--- src/rtl/trace_pkg.sv ---
// -----------------------------------------------------------------------------
// trace_pkg
// Shared types for the retire-trace producer:
//   trc_kind_e      record kind encoding seen on trc_kind
//   trace_state_e   halt / drain / timeout sequencing states
//   trace_rec_t     one buffered commit record
//   classify_kind   first-match kind selection from the retire control bits
// Optional feature macro: TRACE_CYCLE_STAMP_EN adds a 32-bit cycle stamp to
// every record.
// -----------------------------------------------------------------------------
package trace_pkg;

    localparam int unsigned DEFAULT_CYCLE_LIMIT = 32'd100000;

    typedef enum logic [2:0] {
        KIND_NOP  = 3'd0,
        KIND_REG  = 3'd1,
        KIND_LD   = 3'd2,
        KIND_ST   = 3'd3,
        KIND_HALT = 3'd4
    } trc_kind_e;

    typedef enum logic [1:0] {
        ST_RUN     = 2'd0,
        ST_DRAIN   = 2'd1,
        ST_DONE    = 2'd2,
        ST_TIMEOUT = 2'd3
    } trace_state_e;

    typedef struct packed {
        trc_kind_e   kind;
        logic [31:0] inum;
        logic [15:0] pc;
        logic [15:0] inst;
        logic [3:0]  rdst;
        logic [15:0] value;
        logic [15:0] addr;
`ifdef TRACE_CYCLE_STAMP_EN
        logic [31:0] cycle;
`endif
    } trace_rec_t;

    // A load also writes a register, so it must be tested before plain REG;
    // a halt wins over a store.
    function automatic trc_kind_e classify_kind(
        input logic reg_write,
        input logic mem_read,
        input logic mem_write,
        input logic hlt
    );
        trc_kind_e kind;
        if (reg_write && mem_read) begin
            kind = KIND_LD;
        end else if (reg_write) begin
            kind = KIND_REG;
        end else if (hlt) begin
            kind = KIND_HALT;
        end else if (mem_write) begin
            kind = KIND_ST;
        end else begin
            kind = KIND_NOP;
        end
        return kind;
    endfunction

endpackage

--- src/rtl/trace_fifo.sv ---
// -----------------------------------------------------------------------------
// trace_fifo
// Synchronous show-ahead FIFO of trace_rec_t records.
//   clk, rst_n  clock and synchronous active-low reset
//   push        write push_data unless full (a same-cycle pop does not help)
//   pop         retire the head record unless empty
//   head        current head record, all-zero while empty
//   count       occupancy, 0..DEPTH
//   full/empty  occupancy flags
// DEPTH must be a power of two, at least 2, so the pointers wrap naturally.
// -----------------------------------------------------------------------------
module trace_fifo
    import trace_pkg::*;
#(
    parameter int unsigned DEPTH = 8
) (
    input  logic                   clk,
    input  logic                   rst_n,
    input  logic                   push,
    input  trace_rec_t             push_data,
    input  logic                   pop,
    output trace_rec_t             head,
    output logic [$clog2(DEPTH):0] count,
    output logic                   full,
    output logic                   empty
);

    localparam int unsigned PTR_W = $clog2(DEPTH);
    localparam int unsigned CNT_W = PTR_W + 1;
    localparam logic [CNT_W-1:0] DEPTH_C = CNT_W'(DEPTH);

    trace_rec_t       mem_r [DEPTH];
    logic [PTR_W-1:0] wr_ptr_r;
    logic [PTR_W-1:0] rd_ptr_r;
    logic [CNT_W-1:0] count_r;
    logic             push_ok_s;
    logic             pop_ok_s;

    assign full      = (count_r == DEPTH_C);
    assign empty     = (count_r == {CNT_W{1'b0}});
    assign count     = count_r;
    assign push_ok_s = push && !full;
    assign pop_ok_s  = pop && !empty;

    // Pointer and occupancy bookkeeping.
    always_ff @(posedge clk) begin
        if (!rst_n) begin
            wr_ptr_r <= {PTR_W{1'b0}};
            rd_ptr_r <= {PTR_W{1'b0}};
            count_r  <= {CNT_W{1'b0}};
        end else begin
            if (push_ok_s) begin
                wr_ptr_r <= wr_ptr_r + PTR_W'(1);
            end
            if (pop_ok_s) begin
                rd_ptr_r <= rd_ptr_r + PTR_W'(1);
            end
            case ({push_ok_s, pop_ok_s})
                2'b10:   count_r <= count_r + CNT_W'(1);
                2'b01:   count_r <= count_r - CNT_W'(1);
                default: count_r <= count_r;
            endcase
        end
    end

    // Record storage; needs no reset because empty slots are never shown.
    always_ff @(posedge clk) begin
        if (push_ok_s) begin
            mem_r[wr_ptr_r] <= push_data;
        end
    end

    // Show-ahead head, forced to zero while empty so stale slots never leak.
    always_comb begin
        head = '0;
        if (empty) begin
            head = '0;
        end else begin
            head = mem_r[rd_ptr_r];
        end
    end

endmodule

--- src/rtl/retire_trace_unit.sv ---
// -----------------------------------------------------------------------------
// retire_trace_unit
// Captures one commit record per retiring instruction, classifies it
// (NOP/REG/LD/ST/HALT), numbers it, buffers it and streams it to a trace sink
// over valid/ready. Also keeps instruction/cycle counters, halt drain
// sequencing and a run-away cycle limit.
//   clk, rst_n          clock, synchronous active-low reset
//   wb_*                retire information from writeback
//   stall_req           FIFO full, CPU must hold retirement
//   trc_valid/trc_ready head record handshake
//   trc_kind..trc_reg   head record fields
//   inst_count          accepted records so far
//   cycle_count         cycles spent in RUN/DRAIN, saturating
//   done/timeout        terminal states reached
//   overflow            a retire was dropped on a full FIFO (sticky)
// Optional feature macro: TRACE_CYCLE_STAMP_EN adds output trc_cycle with the
// cycle_count value captured when the record was accepted.
// -----------------------------------------------------------------------------
module retire_trace_unit
    import trace_pkg::*;
#(
    parameter int unsigned DEPTH       = 8,
    parameter int unsigned CYCLE_LIMIT = DEFAULT_CYCLE_LIMIT
) (
    input  logic        clk,
    input  logic        rst_n,
    input  logic        wb_valid,
    input  logic [15:0] wb_pc,
    input  logic [15:0] wb_inst,
    input  logic        wb_reg_write,
    input  logic        wb_mem_read,
    input  logic        wb_mem_write,
    input  logic        wb_hlt,
    input  logic [3:0]  wb_dst_reg,
    input  logic [15:0] wb_dst_data,
    input  logic [15:0] wb_mem_addr,
    input  logic [15:0] wb_mem_data,
    output logic        stall_req,
    output logic        trc_valid,
    input  logic        trc_ready,
    output logic [2:0]  trc_kind,
    output logic [31:0] trc_inum,
    output logic [15:0] trc_pc,
    output logic [15:0] trc_inst,
    output logic [15:0] trc_value,
    output logic [15:0] trc_addr,
    output logic [3:0]  trc_reg,
`ifdef TRACE_CYCLE_STAMP_EN
    output logic [31:0] trc_cycle,
`endif
    output logic [31:0] inst_count,
    output logic [31:0] cycle_count,
    output logic        done,
    output logic        timeout,
    output logic        overflow
);

    localparam int unsigned CNT_W = $clog2(DEPTH) + 1;

    trace_state_e     state_r;
    trace_state_e     state_next_s;
    logic [31:0]      inst_count_r;
    logic [31:0]      cycle_count_r;
    logic             overflow_r;
    trc_kind_e        kind_s;
    trace_rec_t       rec_s;
    trace_rec_t       head_s;
    logic [CNT_W-1:0] fifo_count_s;
    logic             fifo_full_s;
    logic             fifo_empty_s;
    logic             in_run_s;
    logic             accept_s;
    logic             drop_s;
    logic             pop_s;

    assign in_run_s = (state_r == ST_RUN);
    assign accept_s = wb_valid && in_run_s && !fifo_full_s;
    assign drop_s   = wb_valid && in_run_s && fifo_full_s;
    assign pop_s    = trc_ready && !fifo_empty_s;

    // Build the record for the retiring instruction; fields a kind does not
    // use stay zero.
    always_comb begin
        kind_s     = classify_kind(wb_reg_write, wb_mem_read, wb_mem_write, wb_hlt);
        rec_s      = '0;
        rec_s.kind = kind_s;
        rec_s.inum = inst_count_r;
        rec_s.pc   = wb_pc;
        rec_s.inst = wb_inst;
`ifdef TRACE_CYCLE_STAMP_EN
        rec_s.cycle = cycle_count_r;
`endif
        case (kind_s)
            KIND_LD: begin
                rec_s.rdst  = wb_dst_reg;
                rec_s.value = wb_dst_data;
                rec_s.addr  = wb_mem_addr;
            end
            KIND_REG: begin
                rec_s.rdst  = wb_dst_reg;
                rec_s.value = wb_dst_data;
            end
            KIND_ST: begin
                rec_s.value = wb_mem_data;
                rec_s.addr  = wb_mem_addr;
            end
            default: begin
                rec_s.rdst = 4'd0;
            end
        endcase
    end

    trace_fifo #(
        .DEPTH (DEPTH)
    ) u_fifo (
        .clk       (clk),
        .rst_n     (rst_n),
        .push      (accept_s),
        .push_data (rec_s),
        .pop       (pop_s),
        .head      (head_s),
        .count     (fifo_count_s),
        .full      (fifo_full_s),
        .empty     (fifo_empty_s)
    );

    // Sequencing state register.
    always_ff @(posedge clk) begin
        if (!rst_n) begin
            state_r <= ST_RUN;
        end else begin
            state_r <= state_next_s;
        end
    end

    // Next state: the cycle limit takes priority over an accepted halt.
    always_comb begin
        state_next_s = state_r;
        case (state_r)
            ST_RUN: begin
                if (cycle_count_r == CYCLE_LIMIT) begin
                    state_next_s = ST_TIMEOUT;
                end else if (accept_s && (kind_s == KIND_HALT)) begin
                    state_next_s = ST_DRAIN;
                end else begin
                    state_next_s = ST_RUN;
                end
            end
            ST_DRAIN: begin
                if (fifo_empty_s) begin
                    state_next_s = ST_DONE;
                end else begin
                    state_next_s = ST_DRAIN;
                end
            end
            ST_DONE:    state_next_s = ST_DONE;
            ST_TIMEOUT: state_next_s = ST_TIMEOUT;
            default:    state_next_s = ST_RUN;
        endcase
    end

    // Instruction/cycle counters and the sticky overflow flag.
    always_ff @(posedge clk) begin
        if (!rst_n) begin
            inst_count_r  <= 32'd0;
            cycle_count_r <= 32'd0;
            overflow_r    <= 1'b0;
        end else begin
            if (accept_s) begin
                inst_count_r <= inst_count_r + 32'd1;
            end
            if (((state_r == ST_RUN) || (state_r == ST_DRAIN)) &&
                (cycle_count_r != 32'hFFFF_FFFF)) begin
                cycle_count_r <= cycle_count_r + 32'd1;
            end
            overflow_r <= overflow_r | drop_s;
        end
    end

    assign stall_req   = (fifo_count_s == CNT_W'(DEPTH));
    assign trc_valid   = !fifo_empty_s;
    assign trc_kind    = head_s.kind;
    assign trc_inum    = head_s.inum;
    assign trc_pc      = head_s.pc;
    assign trc_inst    = head_s.inst;
    assign trc_value   = head_s.value;
    assign trc_addr    = head_s.addr;
    assign trc_reg     = head_s.rdst;
`ifdef TRACE_CYCLE_STAMP_EN
    assign trc_cycle   = head_s.cycle;
`endif
    assign inst_count  = inst_count_r;
    assign cycle_count = cycle_count_r;
    assign done        = (state_r == ST_DONE);
    assign timeout     = (state_r == ST_TIMEOUT);
    assign overflow    = overflow_r;

endmodule

--- config.mk ---
export PLATFORM = sky130hd
export DESIGN_NAME = retire_trace_unit
export DESIGN_NICKNAME = d
export VERILOG_FILES = /design/src/rtl/trace_pkg.sv /design/src/rtl/trace_fifo.sv /design/src/rtl/retire_trace_unit.sv
export SDC_FILE = /design/constraint.sdc
export NUM_CORES = 1
export LEC_CHECK = 0
export BUFFER_PORTS_ARGS = -buffer_cell sky130_fd_sc_hd__buf_2
export CAP_MARGIN = 20
export CELL_PAD_IN_SITES_DETAIL_PLACEMENT = 1
export CELL_PAD_IN_SITES_GLOBAL_PLACEMENT = 1
export CORE_ASPECT_RATIO = 0.7
export CORE_UTILIZATION = 50
export CTS_BUF_LIST = sky130_fd_sc_hd__clkbuf_16
export DETAILED_ROUTE_END_ITERATION = 6
export PLACE_DENSITY = 0.77
export SYNTH_ARGS = -nofsm -noshare
export SYNTH_HDL_FRONTEND = slang
export SYNTH_HIERARCHICAL = 1
export SYNTH_SLANG_ARGS = --single-unit
--- constraint.sdc ---
create_clock -name clk -period 24.8 [get_ports clk]
set_clock_uncertainty 0.05 [all_clocks]
set_input_delay 4.96 -clock clk [delete_from_list [all_inputs] [get_ports clk]]
set_output_delay 4.96 -clock clk [all_outputs]
set_load 0.05 [all_outputs]
==> results of run 1 <==
-- how the worst max path moves through the flow --
stage                     startpoint                 end  slack, ns
final                           flop         trc_addr[1]      15.49
after CTS                       flop        trc_inum[31]      15.31
after detailed placement        flop        trc_inum[31]      16.01
after global placement          flop        trc_inum[31]      16.06
after floorplan             wb_valid  u_fifo/mem_r[0][0]       8.73
after global routing            flop         trc_addr[1]      15.10
-- area by class of cell --
type	count	area, um^2
antenna	4	10.0
clock buffer	88	2200
clock inverter	65	592
fill	6228	29600
inverter	24	92.6
multi-input combinational	814	8790
sequential	904	26400
tap	954	1190
timing repair buffer	291	1580
-- flip-flops by register name, indices dropped and copies added (netlist names), named ones only --
register	cells
u_fifo/mem_r	824
cycle_count	32
inst_count	32
u_fifo/count	4
u_fifo/rd_ptr_r	3
u_fifo/wr_ptr_r	3
state_r	2
overflow	1
-- where the power goes --
group	switching (mW)	leakage, nW	internal (mW)
sequential	0.0490	8.57	1.78
combinational	0.799	3.63	0.320
clock	0.555	1.45	0.757
-- worst max-delay path, stage by stage, from the launching register on --
cell and delay (ns):
dfxtp_4 0.77, buf_4 0.72, buf_4 0.87, mux4_2 0.62, mux2i_1 0.20, nor2_1 0.12
buf_2 0.27
-- cell usage in the layout, fill, tap and decap left out, types with 5 or more instances in the layout --
cell / n
a21oi_1: 26
a22o_1: 16
and2_1: 31
and3_1: 7
buf_2: 263
buf_4: 23
bufinv_16: 11
clkbuf_16: 88
clkinv_1: 11
clkinv_2: 12
dfxtp_1: 77
edfxtp_1: 824
ha_1: 8
inv_1: 45
mux2i_1: 121
mux4_2: 206
nand2_1: 41
nand2b_1: 14
nand3_1: 21
nand4_1: 14
nor2_1: 142
nor2b_1: 5
nor3_1: 11
nor3_2: 14
nor4_1: 10
nor4b_1: 5
o21ai_0: 14
o31ai_1: 9
or3_1: 11
or4_1: 11
xnor2_1: 26
xor2_1: 7
-- kinds of logic after synthesis --
logic type / count (synthesis) / synth area share [%]
muxes: 328 / 16.3
DFF: 904 / 73.3
xor gates and xnor gates: 34 / 0.849
buffers and inverters: 155 / 2.44
AOI/OAI and AO/OA: 78 / 1.43
and+or+nand+nor: 366 / 5.45
adders and majority gates: 8 / 0.278
-- per-layer routing --
layer,share of wire [%],GRT usage [%],wire [um]
met1,42,30.7,35000
met2,51,39.3,42400
met3,5.1,4.47,4300
met4,2.3,7.07,1970
met5,0.051,0,43
-- cell usage after synthesis (7+ instances only) --
library cell / count / share of area, %
or4_1: 11 / 0.23
nor2_1: 145 / 1.5
buf_4: 50 / 1.0
nand3_1: 21 / 0.29
and3_1: 7 / 0.12
nand4_1: 14 / 0.24
xnor2_1: 26 / 0.63
buf_2: 45 / 0.63
o31ai_1: 9 / 0.19
inv_1: 23 / 0.24
dfxtp_1: 80 / 4.5
mux2i_1: 121 / 3.4
and2_1: 31 / 0.54
clkbuf_1: 29 / 0.30
xor2_1: 7 / 0.17
mux4_2: 206 / 13
edfxtp_1: 824 / 69
a22o_1: 16 / 0.39
nor3_1: 15 / 0.21
a21oi_1: 26 / 0.36
ha_1: 8 / 0.28
o21ai_0: 14 / 0.19
nand2b_1: 14 / 0.24
nand2_1: 41 / 0.43
or3_1: 11 / 0.19
nor4_1: 11 / 0.19
nor3_2: 10 / 0.28
==> run summary, run 1 <==
Status: finished, final reports clean
Hold path start: overflow
Post-layout util: 58.0%
Most used DFF post-synth: edfxtp_1
Tightest Hold Check Type: flop to flop
CP Data Arrival Time: 4.30 ns
Worst Reg-to-Reg Cells: 12
Pins Over Slew Limit: 0
Hpwl dp: 46100 um
Clk buf depth: 3
Post-DR vias/cell: 5.87
Total Routing Usage GR: 23.2%
Setup TNS: 0 ns
Cell variety after synth: 58
Setup violations, final: 0
Worst Setup End Kind: output port
Tot Pwr: 4.26 mW
Vias in the first global route: 19800
Placed insts: 2985
FF-to-FF End: u_fifo/count[2]
Syn avg cell area: 19.2 um^2
# nets final: 2220
Hold slack: 0.448 ns
Hold path depth: 2
Worst path required time: 19.79 ns
Largest net degree at the start of global routing: 141
Pre-Repair DR Iteration Count: 5
Synth Net Count: 1973
Endpoints failing hold: 0
Port-buffer cells: 263
Sequential area share after synthesis: 73.3%
CTS resizes: 0
Max_slew headroom: 24.6%
Core ar.: 0.0704 mm^2
Die H: 226 um
Routed Antenna Nets: 0
Worst-Margin Slew: 1.13 ns
Setup ws final: 15.49 ns
FP Rows: 81
Ports: 264
Hold Path Sink: overflow
Maximum VDD drop: 74.0 uV
Placement Setup Slack: 16.01 ns
# DRC: 0
Crit share post-route: 37.5%
Clock insertion delay at the later pin of the skew report: 0.63 ns
Die ar.: 0.0730 mm^2
Via count: 18500
Fin crit period: 9.31 ns
Die X: 323 um
R2r setup slk: 20.53 ns
DP Area: 0.0380 mm^2
RR Startpoint: u_fifo/count[1]
RSZ-0062 raised after global routing: false
Register bit total from synthesis: 904
Max cap viols: 0
Synthesis-to-layout area growth: 13.5%
Non-Filler Instances: 3144
Final Routed Wirelength: 83800 um
CTS root buf: clkbuf_16
Global placer's final weighted congestion: 0.815
Layout cells sized above 1: 30.1%
Iteration-0 DRC Markers: 1279
Async SR Flop Fraction: 0%
Total grt overflow: 0
Postcts setup bufs: 0
CTS hold repair buffers: 0
Mapped Cells: 1873
Max frequency: 0.107 GHz
First-pass GRT wire length: 124000 um
TritonCTS Sinks: 904
Startpoint types: flop
Crit path kind: flop to output port
Num CTS Buffers: 85
PwrDens: 104 mW/mm^2
Syn Std Cell Area: 0.0360 mm^2
Initial Utilization: 51.1%
WL per Instance: 26.6 um
Initial antenna violation count: 7
TritonCTS clock tree: built
Fin area: 0.0408 mm^2
H-tree depth: 3
CTS clk-pin slew, worst paths: 0.06 ns
P_leak: 13.7 nW
Post-synth EDFFs: 824
CP Max Fanout: 50
Number of synthesis warnings: 6
Note: power is estimated with default switching activity, not from simulation.
==> inputs of run 2 (changes only) <==
Settings changed: ABC_AREA set to 1, CORE_UTILIZATION 50 to 49, PLACE_DENSITY 0.77 to 0.8.
Clock period 24.8 ns to 9.6 ns, I/O delays scaled along.
==> run summary, run 2 <==
Status: finished, final reports clean
Die X: 333 um (+3.1%)
Sequential area share after synthesis: 70.3% (-3.0 points)
First-pass GRT wire length: 158000 um (+27%)
Post-DR vias/cell: 5.74 (-2.3%)
Total grt overflow: 0 (unchanged)
Total Routing Usage GR: 26.5% (+3.3 points)
Vias in the first global route: 27100 (+37%)
Syn avg cell area: 11.3 um^2 (-41%)
Worst Setup End Kind: output port
Layout cells sized above 1: 13.0% (-17 points)
Commonest non-fill, non-tap cell in the layout: nor2_1
Worst Reg-to-Reg Cells: 9 (-3)
Pre-Repair DR Iteration Count: 5 (unchanged)
Via count: 26100 (+41%)
RR Startpoint: u_fifo/count[2]
CP Max Fanout: 111 (+120%)
# nets final: 3582 (+61%)
WL per Instance: 22.9 um (-14%)
Startpoint types: flop
Most frequent cells in the layout: 888 x nor2_1, 824 x edfxtp_1, 395 x o21ai_0
Max FFs per register: 824 (unchanged)
Ports: 264 (unchanged)
Top cell type's share of synthesized area: 66.0% (-2.8 points)
Clock insertion delay at the later pin of the skew report: 0.65 ns (+0.02 ns)
FP Rows: 84 (+3.7%)
Die ar.: 0.0776 mm^2 (+6.3%)
Worst-Margin Slew: 1.23 ns (+0.0975 ns)
Post-synth EDFFs: 824 (unchanged)
CTS clk-pin slew, worst paths: 0.06 ns (about the same)
Crit share post-route: 67.2%
Register bit total from synthesis: 904 (unchanged)
Fin area: 0.0420 mm^2 (+2.9%)
Endpoints failing hold: 0 (unchanged)
Most instantiated cells after synthesis: 896 x nor2_1, 824 x edfxtp_1, 395 x o21ai_0
TritonCTS Sinks: 904 (unchanged)
Biggest register: u_fifo/mem_r
Initial antenna violation count: 9 (+2)
Postcts setup bufs: 0 (unchanged)
CP Capture Point: trc_value[13]
H-tree depth: 3 (unchanged)
CTS root buf: clkbuf_16
P_leak: 15.3 nW (+12%)
# DRC: 0 (unchanged)
Synth Net Count: 3412 (+73%)
Setup violations, final: 0 (unchanged)
Synthesis-to-layout area growth: 12.1%
TritonCTS clock tree: built
Hpwl dp: 57700 um (+25%)
Mapped Cells: 3312 (+77%)
Number of synthesis warnings: 6 (unchanged)
Area contributors post-synth: edfxtp_1 66%, nor2_1 9.0%, o21ai_0 5.3%
Crit path kind: flop to output port
Tot Pwr: 12.5 mW (+190%)
Maximum VDD drop: 213 uV (+190%)
Port-buffer cells: 263 (unchanged)
Cell variety after synth: 41 (-29%)
Most frequent cell after synthesis: nor2_1
Num CTS Buffers: 86 (+1.2%)
Max cap viols: 0 (unchanged)
RSZ-0062 raised after global routing: false
Hold slack: 0.407 ns (-0.0414 ns)
Max_slew headroom: 18.3% (-6.3 points)
Tightest Hold Check Type: flop to flop
# fillers: 7929 (+27%)
FF+latch area: 0.0264 mm^2 (unchanged)
Syn Std Cell Area: 0.0375 mm^2 (+4.2%)
Max frequency: 0.155 GHz
Largest net degree at the start of global routing: 223 (+58%)
Core ar.: 0.0754 mm^2 (+7.0%)
Routed Antenna Nets: 0 (unchanged)
Fin crit period: 6.45 ns
Final Routed Wirelength: 104000 um (+24%)
Async SR Flop Fraction: 0% (unchanged)
FF-to-FF End: u_fifo/mem_r[1][49]
Iteration-0 DRC Markers: 1958 (+53%)
CP Data Arrival Time: 4.48 ns (+0.18 ns)
CTS hold repair buffers: 0 (unchanged)
DP Area: 0.0391 mm^2 (+3.0%)
Most used DFF post-synth: edfxtp_1
Worst path required time: 7.63 ns (-12.16 ns)
PwrDens: 297 mW/mm^2 (+190%)
Initial Utilization: 49.7% (-1.3 points)
Setup TNS: 0 ns (unchanged)
Area of the multi-input gates: 0.00936 mm^2 (+6.5%)
Area leader, netlist: edfxtp_1
Global placer's final weighted congestion: 0.802 (-1.6%)
R2r setup slk: 5.28 ns (-15.25 ns)
Clk buf depth: 3 (unchanged)
CTS resizes: 0 (unchanged)
Die H: 233 um (+3.1%)
Pins Over Slew Limit: 0 (unchanged)
==> run 2: changes by cell type after synthesis, sizes merged, moves of 30 or more <==
cell	previous run	this run
nor2	145	905
mux2i	121	0
inv	24	147
o21ai	14	448
o211ai	0	103
nand3	23	58
and2	32	2
clkbuf	29	96
mux4	206	0
o22ai	0	103
nand2	42	309
==> run 2: cells by family (layout without fill, tap and decap cells) <==
logic type      count (synthesis)  count (layout)  share of synthesized area [%]
simple gates                 1326            1326                           14.0
flops                         904             904                           70.3
compound gates                704             704                           10.5
buf+inv                       366             609                           4.90
fa+ha+maj                       8               8                          0.267
xor+xnor                        4               4                         0.0935
other cells                     0               4                              0
==> run 2: final cells by class <==
type                            count  share of cell area (%)
Antenna cell                        4                  0.0238
Clock buffer                       88                    5.24
Clock inverter                     73                    1.49
Inverter                          147                    1.35
Multi-Input combinational cell   2042                    22.3
Sequential cell                   904                    62.7
Tap cell                          989                    2.95
Timing Repair Buffer              301                    3.92
==> run 2: worst max-delay path: stages (launching register included) <==
cell	delay, ns
dfxtp_4	0.67
buf_4	0.90
buf_4	1.01
o21ai_0	0.30
o22ai_1	0.28
nor2_1	0.06
nor2_1	0.20
buf_2	0.29
==> run 2: through the flow <==
step | utilization [%] | setup WS [ns] | std cells
after floorplan | - | 2.15 | 3312
after global placement | 51.9 | 4.00 | 4380
after detailed placement | 51.9 | 3.88 | 4381
after CTS | 55.7 | 3.19 | 4542
after global routing | 55.7 | 2.89 | 4545
final | 55.7 | 3.15 | 4548
==> run 2: worst min path at each step <==
stage                  startpoint        to  slack (ns)  cells past startpoint
3_5_place_dp             overflow  overflow        0.40                      2
4_1_cts                  overflow  overflow        0.41                      2
6_report                 overflow  overflow        0.41                      2
5_1_grt                  overflow  overflow        0.43                      2
2_1_floorplan  u_fifo/rd_ptr_r[0]      flop        0.40                      1
3_3_place_gp             overflow  overflow        0.39                      2
==> run 2: power breakdown <==
group,switching (mW),internal (mW)
Combinational,3.38,0.926
Sequential,0.150,4.60
Clock,1.48,1.96
Total,5.00,7.49
==> run 2: layer usage <==
| metal | global-route usage (%) | vias up | wire length (um) |
|---|---|---|---|
| li1 | - | 11900 | - |
| met1 | 35.5 | 13200 | 44900 |
| met2 | 43.8 | 719 | 50100 |
| met3 | 5.24 | 203 | 6080 |
| met4 | 8.28 | 8 | 2810 |
| met5 | 0 | - | 48 |
==> inputs of run 3 (changes only) <==
Settings changed: CORE_UTILIZATION 49 to 44, PLACE_DENSITY 0.8 to 0.76.
Clock period 9.6 ns to 5.85 ns, I/O delays scaled along.
==> run summary, run 3 (synthesis results as in run 2) <==
Biggest register: u_fifo/mem_r
Port-buffer cells: 263 (unchanged)
Placed insts: 4537 (+3.6%)
RSZ-0062 raised after global routing: false
CP Data Arrival Time: 3.52 ns (-0.96 ns)
Slowest cell on the critical path: buf_4
Worst-Margin Slew: 1.15 ns (-0.0765 ns)
Clk buf depth: 3 (unchanged)
Die X: 351 um (+5.5%)
Die H: 246 um (+5.5%)
CP peak stage delay: 0.80 ns (-0.21 ns)
R2r setup slk: 2.29 ns (-2.99 ns)
# diodes: 0 (-4)
Initial Utilization: 44.5% (-5.3 points)
Synthesis-to-layout area growth: 13.3%
P_leak: 15.4 nW (+0.51%)
Total Routing Usage GR: 24.0% (-2.5 points)
Crit share post-route: 80.9%
Pre-Repair DR Iteration Count: 5 (unchanged)
Worst path required time: 4.63 ns (-3.00 ns)
Crit path kind: flop to output port
PwrDens: 486 mW/mm^2 (+63%)
Status: finished, final reports clean
Tot Pwr: 20.6 mW (+65%)
WL per Instance: 22.1 um (-3.5%)
Vias in the first global route: 27000 (-0.24%)
# DRC: 0 (unchanged)
Commonest non-fill, non-tap cell in the layout: nor2_1
RR Startpoint: u_fifo/count[2]
Endpoints failing hold: 0 (unchanged)
Postcts setup bufs: 0 (unchanged)
CTS resizes: 0 (unchanged)
Hpwl dp: 58800 um (+2.0%)
# fillers: 8977 (+13%)
Num CTS Buffers: 89 (+3.5%)
Die ar.: 0.0863 mm^2 (+11%)
Global placer's final weighted congestion: 0.782 (-2.5%)
Post-DR vias/cell: 5.49 (-4.3%)
H-tree depth: 3 (unchanged)
CP Capture Point: trc_inum[17]
CTS clk-pin slew, worst paths: 0.06 ns (about the same)
Iteration-0 DRC Markers: 1909 (-2.5%)
Non-Filler Instances: 4699 (+3.3%)
# nets final: 3591 (+0.25%)
Fin crit period: 4.74 ns
Initial antenna violation count: 3 (-6)
Largest net degree at the start of global routing: 214 (-4.0%)
Core ar.: 0.0843 mm^2 (+12%)
Max cap viols: 0 (unchanged)
Pins Over Slew Limit: 0 (unchanged)
CTS root buf: clkbuf_16
Routed Antenna Nets: 0 (unchanged)
Post-layout util: 50.4% (-5.4 points)
Worst Reg-to-Reg Cells: 16 (+7)
Final Routed Wirelength: 104000 um (-0.28%)
TritonCTS clock tree: built
Clock insertion delay at the later pin of the skew report: 0.67 ns (+0.02 ns)
Max FFs per register: 824 (unchanged)
CP Max Fanout: 91 (-18%)
Max_slew headroom: 23.4% (+5.1 points)
First-pass GRT wire length: 159000 um (+0.63%)
CTS hold repair buffers: 0 (unchanged)
Startpoint types: flop
TritonCTS Sinks: 904 (unchanged)
Worst Setup End Kind: output port
Setup violations, final: 0 (unchanged)
FF-to-FF End: u_fifo/count[2]
Max frequency: 0.211 GHz
Maximum VDD drop: 363 uV (+70%)
Total grt overflow: 0 (unchanged)
Ports: 264 (unchanged)
DP Area: 0.0395 mm^2 (+1.0%)
Critical path cell sequence: buf_4 -> o21ai_0 -> o211ai_1 -> nand2_1 -> nor2_1 -> buf_2
Via count: 25800 (-1.1%)
FP Rows: 89 (+6.0%)
Fin area: 0.0425 mm^2 (+1.1%)
Layout cells sized above 1: 13.0% (+0.031 points)
Most frequent cells in the layout: 888 x nor2_1, 824 x edfxtp_1, 395 x o21ai_0
Tightest Hold Check Type: flop to flop
==> run 3: layout make-up <==
type / count / area [um^2] / area share [%]
flip-flops and latches: 904 / 26400 / 62.1
multi-input cells: 2042 / 9360 / 22.0
clock buffers: 91 / 2280 / 5.36
repair buffers: 307 / 1830 / 4.32
well taps: 1137 / 1420 / 3.35
clock inverters: 71 / 651 / 1.53
inverters: 147 / 567 / 1.33
==> run 3: critical path: cells and delay by family, from the launching register on <==
family | cells | cell delay [ns]
AOI/OAI and AO/OA | 2 | 0.55
buffers and inverters | 2 | 1.17
DFF | 1 | 0.58
and+or+nand+nor | 2 | 0.54
==> run 3: through the flow <==
| stage | hold slack (ns) | setup TNS, ns | setup WS (ns) |
|---|---|---|---|
| 3_3_place_gp | 0.386 | 0 | 1.90 |
| 6_report | 0.409 | 0 | 1.11 |
| 2_1_floorplan | 0.398 | -350.03 | -0.850 |
| 3_5_place_dp | 0.397 | 0 | 1.78 |
| 5_1_grt | 0.433 | 0 | 0.918 |
| 4_1_cts | 0.408 | 0 | 1.07 |
==> run 3: worst min path at each step <==
stage	start	endpoint	slack, ns	cells past startpoint
after global placement	overflow	overflow	0.39	2
after global routing	overflow	overflow	0.43	2
after floorplan	u_fifo/rd_ptr_r[0]	flop	0.40	1
final	overflow	overflow	0.41	2
after detailed placement	overflow	overflow	0.40	2
after CTS	overflow	overflow	0.41	2
==> run 3: power breakdown <==
group	leakage [nW]	switching (mW)	internal, mW
registers	8.22	0.186	7.54
logic	5.68	5.56	1.57
clock network	1.49	2.46	3.31
total	15.4	8.20	12.4
==> run 3: metal layers <==
metal / wire length (um) / part of all wire, % / track usage [%] / vias up
met5: 13 / 0.013 / 0 / -
met4: 2690 / 2.6 / 6.94 / 2
met3: 4890 / 4.7 / 4.24 / 167
met2: 49300 / 48 / 39.5 / 597
met1: 46800 / 45 / 32.8 / 13100
li1: - / - / - / 12000
